<file path="src/rtl/redundant_alu_pkg.sv">
// Purpose: shared opcode encodings for the redundant ALU checker.
// Latency: n/a (constants only).
// Backpressure: n/a.
package redundant_alu_pkg;

    localparam int SEL_W = 3;

    localparam logic [SEL_W-1:0] OP_ADD  = 3'b000;
    localparam logic [SEL_W-1:0] OP_SUB  = 3'b001;
    localparam logic [SEL_W-1:0] OP_AND  = 3'b010;
    localparam logic [SEL_W-1:0] OP_OR   = 3'b011;
    localparam logic [SEL_W-1:0] OP_XOR  = 3'b100;
    localparam logic [SEL_W-1:0] OP_PASS = 3'b101;

endpackage

</file>
<file path="src/rtl/redundant_alu_checker_alu_lane.sv">
// Purpose: one combinational ALU lane (add/sub/and/or/xor/pass) with carry/borrow.
// Latency: 0 cycles, purely combinational.
// Backpressure: none; the enclosing pipeline decides when results are captured.
//
// Ports:
//   i_a, i_b  operands          i_sel    opcode (SEL_W bits)
//   o_res     WIDTH-bit result  o_carry  carry (add) / borrow (sub), 0 for logic ops
module alu_lane
    import redundant_alu_pkg::*;
#(
    parameter int WIDTH = 8
) (
    input  logic [WIDTH-1:0] i_a,
    input  logic [WIDTH-1:0] i_b,
    input  logic [SEL_W-1:0] i_sel,
    output logic [WIDTH-1:0] o_res,
    output logic             o_carry
);

    // One extra bit on both so bit WIDTH is the carry-out / borrow-out.
    logic [WIDTH:0] w_sum;
    logic [WIDTH:0] w_dif;

    assign w_sum = {1'b0, i_a} + {1'b0, i_b};
    assign w_dif = {1'b0, i_a} - {1'b0, i_b};

    always_comb begin
        o_res   = w_sum[WIDTH-1:0];
        o_carry = w_sum[WIDTH];
        case (i_sel)
            OP_SUB: begin
                o_res   = w_dif[WIDTH-1:0];
                o_carry = w_dif[WIDTH];
            end
            OP_AND: begin
                o_res   = i_a & i_b;
                o_carry = 1'b0;
            end
            OP_OR: begin
                o_res   = i_a | i_b;
                o_carry = 1'b0;
            end
            OP_XOR: begin
                o_res   = i_a ^ i_b;
                o_carry = 1'b0;
            end
            OP_PASS: begin
                o_res   = i_a;
                o_carry = 1'b0;
            end
            // OP_ADD and the two spare encodings all behave as add.
            default: begin
                o_res   = w_sum[WIDTH-1:0];
                o_carry = w_sum[WIDTH];
            end
        endcase
    end

endmodule

</file>
<file path="config.mk">
export PLATFORM = sky130hd
export DESIGN_NAME = alu_lane
export DESIGN_NICKNAME = d
export VERILOG_FILES = /design/src/rtl/redundant_alu_pkg.sv /design/src/rtl/redundant_alu_checker_alu_lane.sv
export SDC_FILE = /design/constraint.sdc
export NUM_CORES = 1
export LEC_CHECK = 0
export ABC_CLOCK_PERIOD_IN_PS = 2560
export BUFFER_PORTS_ARGS = -buffer_cell sky130_fd_sc_hd__buf_2
export CORE_ASPECT_RATIO = 0.8
export CORE_MARGIN = 3
export CORE_UTILIZATION = 48
export DETAILED_ROUTE_END_ITERATION = 8
export MAX_ROUTING_LAYER = met4
export PLACE_DENSITY_LB_ADDON = 0.08
export SLEW_MARGIN = 20
export SYNTH_ARGS = -nofsm -noshare
export SYNTH_HDL_FRONTEND = slang
export SYNTH_SLANG_ARGS = --single-unit
</file>
<file path="constraint.sdc">
create_clock -name vclk -period 2.56
set_clock_uncertainty 0.2 [all_clocks]
set_input_delay 0.256 -clock vclk [all_inputs]
set_output_delay 0.256 -clock vclk [all_outputs]
set_load 0.03 [all_outputs]
</file>
==> flow_metrics.tcl, run 1 <==
set metrics [dict create \
    met2_usage_pct 37.7 \
    start_util_pct 54.3 \
    slowest_delay_ps 360 \
    synth_top_area_share_pct 25.0 \
    crit_path_cell_trace "buf_2, ha_4, inv_1, fa_2, nor2b_2, o21ai_2, a211oi_2, buf_4, nor4_2, nor3_2, buf_4" \
    synth_area_um2 1250 \
    use_met1_pct 30.2 \
    antenna_cells 0 \
    leakage_nw 0.782 \
    ir_worst_vdd_mv 0.121 \
    via_per_inst 5.91 \
    fin_crit_sh_pct 98.2 \
    hold_viol 0 \
    first_pass_iters 4 \
    tns_ps 0 \
    fp.dieH_um 51.7 \
    drt_iter0_drc 73 \
    numSequentialCells 0 \
    grt_first_pass_wirelength_um 5770 \
    die-width_um 63.1 \
    critPathLaunchType "input pin" \
    fillers 225 \
    yosysUniqueCellTypes 43 \
    drive_gt1_share_pct 26.3 \
    finalSetupViolCount 0 \
    seq_area_um2 0 \
    area_growth_syn_to_layout_pct 21.3 \
    hp-class "in -> out" \
    drc 0 \
    die-area_um2 3260 \
    seq_area_frac_synth_pct 0 \
    synth_area_leaders "ha_1 25%, a21oi_1 8.8%, inv_1 8.1%, nand2_1 3.9%, a21o_1 3.6%" \
    routed_wirelength_um 3550 \
    num_rows 15 \
    arrival_ps 2060 \
    cp_max_fo 3 \
    hold_depth 4 \
    antenna_found_initial 0 \
    grt.total_usage_pct 22.1 \
    grt-busiest-layer "met2" \
    powerDensity_nw_per_um2 238 \
    status "completed" \
    cp.required_ps 2100 \
    wire_per_inst_um 14.6 \
    fin_hold_ws_ps 818 \
    nets 257 \
    yosysWarnings 0 \
    worst_slew_pin_slew_ps 577 \
    critPathSlowestCell "fa_2" \
    groute.layer.met3.usage_pct 0.432 \
    syn_area_per_cell_um2 6.88 \
    worstPathBufferInverterCount 4 \
    fmax_mhz 398 \
    io_pins 28 \
    hpwl_um 2810 \
    maxSlewViolCount 0 \
    core_um2 2310 \
    grt_overflow 0 \
    gp_congestion 0.945 \
    vias 1437 \
    synth.largest_area_cell "ha_1" \
    synth_cells 182 \
    cpLargestDelayFamily "buffers and inverters" \
    final_util_pct 65.8 \
    crit_type "in -> out" \
    fin_ws_ps 45.6 \
    cap_viol_max_count 0 \
    nClkBuffers 0 \
    io_buffers 28 \
    place_ws_ps -71.5 \
    grt_max_degree 21 \
    cp_common_cell "buf_4" \
    first_global_vias 1261 \
    slew_headroom_pct 61.5 \
    worstHoldEndpoint "o_res[0]" \
    ant_nets 0 \
    synthesis.nets 228 \
    rsz0062_at_grt "true" \
    endpoint_kind "primary output" \
    holdCritStartpoint "i_a[0]" \
    fin_crit_ps 2510 \
]
==> cell usage after synthesis, drive strengths merged, types with 3 or more instances <==
cell type	number
a21o	7
a221oi	3
buf	8
ha	25
a211oi	3
nor2	9
a21oi	23
a221o	3
nor2b	6
nand3	4
nand2b	5
o221ai	4
o21ai	7
clkbuf	3
nor3	5
nand2	13
inv	28
==> cell families (layout without fill, tap and decap cells) <==
| kind of cell | count (synthesis) | count (layout) | share of synthesized area, % |
|---|---|---|---|
| AO/OA/AOI/OAI | 67 | 67 | 39.3 |
| AND/OR/NAND/NOR | 46 | 46 | 17.9 |
| buffers and inverters | 39 | 66 | 12.5 |
| adder cells (fa/ha/maj) | 27 | 27 | 28.2 |
| XOR/XNOR | 2 | 2 | 1.40 |
| multiplexers | 1 | 1 | 0.799 |
==> how the worst max path moves through the flow <==
stage	start	end	slack (ps)	cells after the start
2_1_floorplan	i_b[4]	o_carry	30	8
3_3_place_gp	i_a[0]	o_carry	70	11
3_5_place_dp	i_b[0]	o_res[6]	-70	11
4_1_cts	i_b[0]	o_res[6]	10	11
5_1_grt	i_b[0]	o_res[6]	-70	11
6_report	i_b[0]	o_res[6]	50	11
==> power breakdown <==
group / switching [mW] / internal (mW)
combinational: 0.219 / 0.142
clock: 0 / 0
sequential: 0 / 0
total: 0.219 / 0.142
==> what timing repair did <==
action	4_1_cts	5_1_grt
hold buffers	0	0
endpoints found under the setup margin	2	5
pin swaps	1	4
buffers inserted	0	0
resized for setup	2	14
==> per-layer routing <==
layer  wire [um]  up-vias
met5           0        -
met4          44        0
met2        1580       73
met1        1620      659
li1            -      699
met3         308        6
==> layout by cell type, fill, tap and decap left out, drive strengths merged, types with 2 or more instances in the layout <==
cell     instances
a211oi           3
a21o             7
a21oi           23
a221o            3
a221oi           3
a2bb2oi          2
buf             38
fa               2
ha              25
inv             28
nand2           13
nand2b           5
nand3            4
nor2             9
nor2b            6
nor3             5
nor3b            2
o21ai            7
o21bai           2
o221ai           4
xor2             2
==> final cells by class <==
cell class | instances | area [um^2] | share of cell area, %
Tap cell | 34 | 42.5 | 2.80
Multi-Input combinational cell | 143 | 1150 | 75.8
Inverter | 28 | 105 | 6.92
Timing Repair Buffer | 38 | 220 | 14.5
==> per-stage QoR <==
stage / cell area [um^2] / total power, mW / cells
global placement: 1460 / 0.334 / 243
floorplan: 1260 / 0.241 / 182
global route: 1520 / 0.396 / 243
detailed placement: 1460 / 0.342 / 243
CTS: 1480 / 0.346 / 243
finish: 1520 / 0.362 / 243
No activity file was read; power rests on OpenSTA's default activity.
==> inputs of run 2 (changes only) <==
- CORE_UTILIZATION: 48 -> 25
==> flow_metrics.tcl, run 2 (synthesis gave the netlist of run 1 again) <==
set metrics [dict create \
    routed_wirelength_um 3890 \
    via_per_inst 5.04 \
    final_cell_mix "27 x inv_1, 27 x buf_2, 23 x ha_1, 22 x a21oi_1, 17 x buf_4" \
    hold_viol 0 \
    vias 1387 \
    nClkBuffers 0 \
    fin_crit_ps 2450 \
    fp.dieH_um 69.3 \
    grt_overflow 0 \
    ir_worst_vdd_mv 0.0901 \
    drive_gt1_share_pct 28.8 \
    antenna_found_initial 0 \
    cp.required_ps 2100 \
    grt.total_usage_pct 13.3 \
    final_util_pct 34.4 \
    area_growth_syn_to_layout_pct 29.2 \
    tns_ps 0 \
    worstHoldEndpoint "o_res[0]" \
    endpoint_kind "primary output" \
    io_buffers 28 \
    num_rows 22 \
    maxSlewViolCount 0 \
    fmax_mhz 409 \
    top_layer "met4" \
    power_frac_comb_pct 100.0 \
    die-area_um2 5900 \
    placed_cell_area_um2 1540 \
    total_power_mw 0.378 \
    drt_iter0_drc 30 \
    powerDensity_nw_per_um2 234 \
    start_util_pct 26.6 \
    worst_slew_pin_slew_ps 448 \
    holdCritStartpoint "i_a[0]" \
    switching_share_pct 59.2 \
    die-width_um 85.1 \
    grt_first_pass_wirelength_um 6560 \
    critPathLaunchType "input pin" \
    numSequentialCells 0 \
    hpwl_um 3190 \
    fin_ws_ps 114 \
    antenna_cells 0 \
    wl_met3_um 141 \
    hold_depth 4 \
    p_sw_mw 0.224 \
    fin_crit_sh_pct 95.5 \
    arrival_ps 1990 \
    leakage_nw 0.813 \
    io_pins 28 \
    finalSetupViolCount 0 \
    place_ws_ps -34.7 \
    first_pass_iters 4 \
    drc 0 \
    power_frac_clock_pct 0 \
    wl_met2_um 1570 \
    ant_nets 0 \
    cp_max_fo 3 \
    hp-class "in -> out" \
    seqPwrFrac_pct 0 \
    status "completed" \
    p_int_mw 0.154 \
    ctsHoldBuffers 0 \
    gp_congestion 0.845 \
    fin_area_um2 1620 \
    wire_per_inst_um 14.2 \
    slew_headroom_pct 69.9 \
    cts_setup_buffers 0 \
    nets 263 \
    crit_type "in -> out" \
    core_um2 4710 \
    grt_max_degree 19 \
    cap_viol_max_count 0 \
    m1WireLength_um 2170 \
    seq_area_um2 0 \
    first_global_vias 1365 \
]
[run 2: layout make-up]
class	count	area, um^2
well taps	60	75.1
fillers	538	3090
inverters	28	105
multi-input cells	143	1170
repair buffers	44	263
[run 2: routing by layer]
metal	up-vias	GRT usage, %
li1	711	-
met1	645	20.2
met2	29	20.1
met3	2	0.950
met4	0	0.351
met5	-	-
[run 2: critical path: stages]
cell	delay (ps)
buf_2	100
ha_1	160
inv_1	50
fa_2	350
nor2b_2	150
o21ai_2	80
a211oi_2	250
buf_4	160
o2111ai_1	120
o311ai_1	100
buf_4	210
[run 2: repair_timing]
action,CTS,global route
endpoints found under the setup margin,2,5
gates resized for setup,1,14
pin swaps,1,5
[run 2: worst max-delay path by stage]
stage / from / end / cells after the start
floorplan: i_b[4] / o_carry / 8
global placement: i_a[0] / o_carry / 11
detailed placement: i_a[0] / o_carry / 11
CTS: i_a[0] / o_carry / 11
global route: i_a[0] / o_carry / 11
finish: i_a[0] / o_carry / 11
[run 2: per-stage QoR]
step                      hold slack [ps]  instances
after CTS                             832        275
after floorplan                       635        182
after global routing                  847        275
final                                 819        275
after detailed placement              831        275
after global placement                797        275
[run 2: power by group through the flow]
stage	registers [mW]	logic [mW]	clock network (mW)
6_report	0	0.378	0
5_1_grt	0	0.419	0
4_1_cts	0	0.360	0
3_5_place_dp	0	0.357	0
3_3_place_gp	0	0.354	0
2_1_floorplan	0	0.241	0
==> inputs of run 3 (changes only) <==
- REMOVE_ABC_BUFFERS: default -> 1
==> flow_metrics.tcl, run 3 (synthesis gave the netlist of run 1 again) <==
set metrics [dict create \
    nClkBuffers 0 \
    wire_per_inst_um 14.1 \
    fp.dieH_um 69.3 \
    maxSlewViolCount 0 \
    placed_cell_area_um2 1540 \
    place_inst 275 \
    hold_viol 0 \
    crit_type "in -> out" \
    ant_nets 0 \
    final_cell_mix "27 x inv_1, 26 x buf_2, 25 x ha_1, 22 x a21oi_1, 18 x buf_4" \
    cp.required_ps 2100 \
    die-width_um 85.1 \
    arrival_ps 2020 \
    gp_congestion 0.831 \
    start_util_pct 26.6 \
    via_per_inst 5.12 \
    grt_max_degree 16 \
    endpoint_kind "primary output" \
    critPathLaunchType "input pin" \
    powerDensity_nw_per_um2 233 \
    grt.total_usage_pct 13.3 \
    fmax_mhz 404 \
    hpwl_um 3140 \
    die-area_um2 5900 \
    io_buffers 28 \
    core_um2 4710 \
    rsz0062_at_grt "false" \
    final_cells 275 \
    cap_viol_max_count 0 \
    fin_crit_sh_pct 96.6 \
    nets 263 \
    routed_wirelength_um 3880 \
    numSequentialCells 0 \
    seq_area_um2 0 \
    status "completed" \
    first_global_vias 1416 \
    hp-class "in -> out" \
    first_pass_iters 4 \
    worst_slew_pin_slew_ps 406 \
    holdCritStartpoint "i_a[0]" \
    antenna_cells 0 \
    startpoint "i_b[0]" \
    grt_overflow 0 \
    cp_max_fo 2 \
    fin_area_um2 1580 \
    num_rows 22 \
    tns_ps 0 \
    fillers 525 \
    final_common_cell "inv_1" \
    grt_first_pass_wirelength_um 6610 \
    vias 1409 \
    area_growth_syn_to_layout_pct 25.9 \
    fin_crit_ps 2470 \
    drc 0 \
    drt_iter0_drc 85 \
    ir_worst_vdd_mv 0.0922 \
    finalSetupViolCount 0 \
    slew_headroom_pct 72.8 \
    io_pins 28 \
    final_util_pct 33.5 \
    antenna_found_initial 0 \
    drive_gt1_share_pct 26.0 \
    leakage_nw 0.810 \
]
## run 3: critical path: stages
cell and delay, ps:
buf_2 110, buf_4 130, ha_1 210, fa_2 380
o21bai_4 160, a21oi_1 100, a221o_1 330, a21o_1 180
buf_2 170
## run 3: through the flow
| step | hold slack [ps] | total power, mW | setup slack, ps |
|---|---|---|---|
| global route | 832 | 0.405 | 19.9 |
| global placement | 796 | 0.350 | 5.36 |
| CTS | 812 | 0.358 | 12.3 |
| floorplan | 491 | 0.227 | -82.8 |
| detailed placement | 807 | 0.354 | 0.223 |
| finish | 805 | 0.368 | 86.4 |
## run 3: cell type report
class	count	area [um^2]	area share (%)
timing repair buffer	44	265	16.8
inverter	28	105	6.67
tap	60	75.1	4.76
multi-input combinational	143	1130	71.7
## run 3: what timing repair did
action                                  in CTS  in global routing
pin swaps                                    1                  3
hold buffers                                 0                  0
setup buffers                                0                  0
resized for setup                            3                  8
endpoints found under the setup margin       3                  5
## run 3: final timing paths
path                  endpoint  depth (start not counted)  slack [ps]
worst max-delay path  o_res[4]                          9          90
worst min-delay path  o_res[0]                          4         800
## run 3: metal layers
metal | vias up | part of all wire, % | global-route usage (%) | routed length, um
met1 | 665 | 53 | 19.5 | 2050
met2 | 33 | 43 | 21.1 | 1660
met4 | 0 | 0.36 | 0.879 | 14
met5 | - | 0 | - | 0
li1 | 709 | - | - | -
met3 | 2 | 4.0 | 0.356 | 156
## run 3: power by group
part | switching [mW] | internal (mW) | total, mW | leakage [nW]
Clock | 0 | 0 | 0 | 0
Combinational | 0.220 | 0.147 | 0.368 | 0.810
Sequential | 0 | 0 | 0 | 0
Total | 0.220 | 0.147 | 0.368 | 0.810
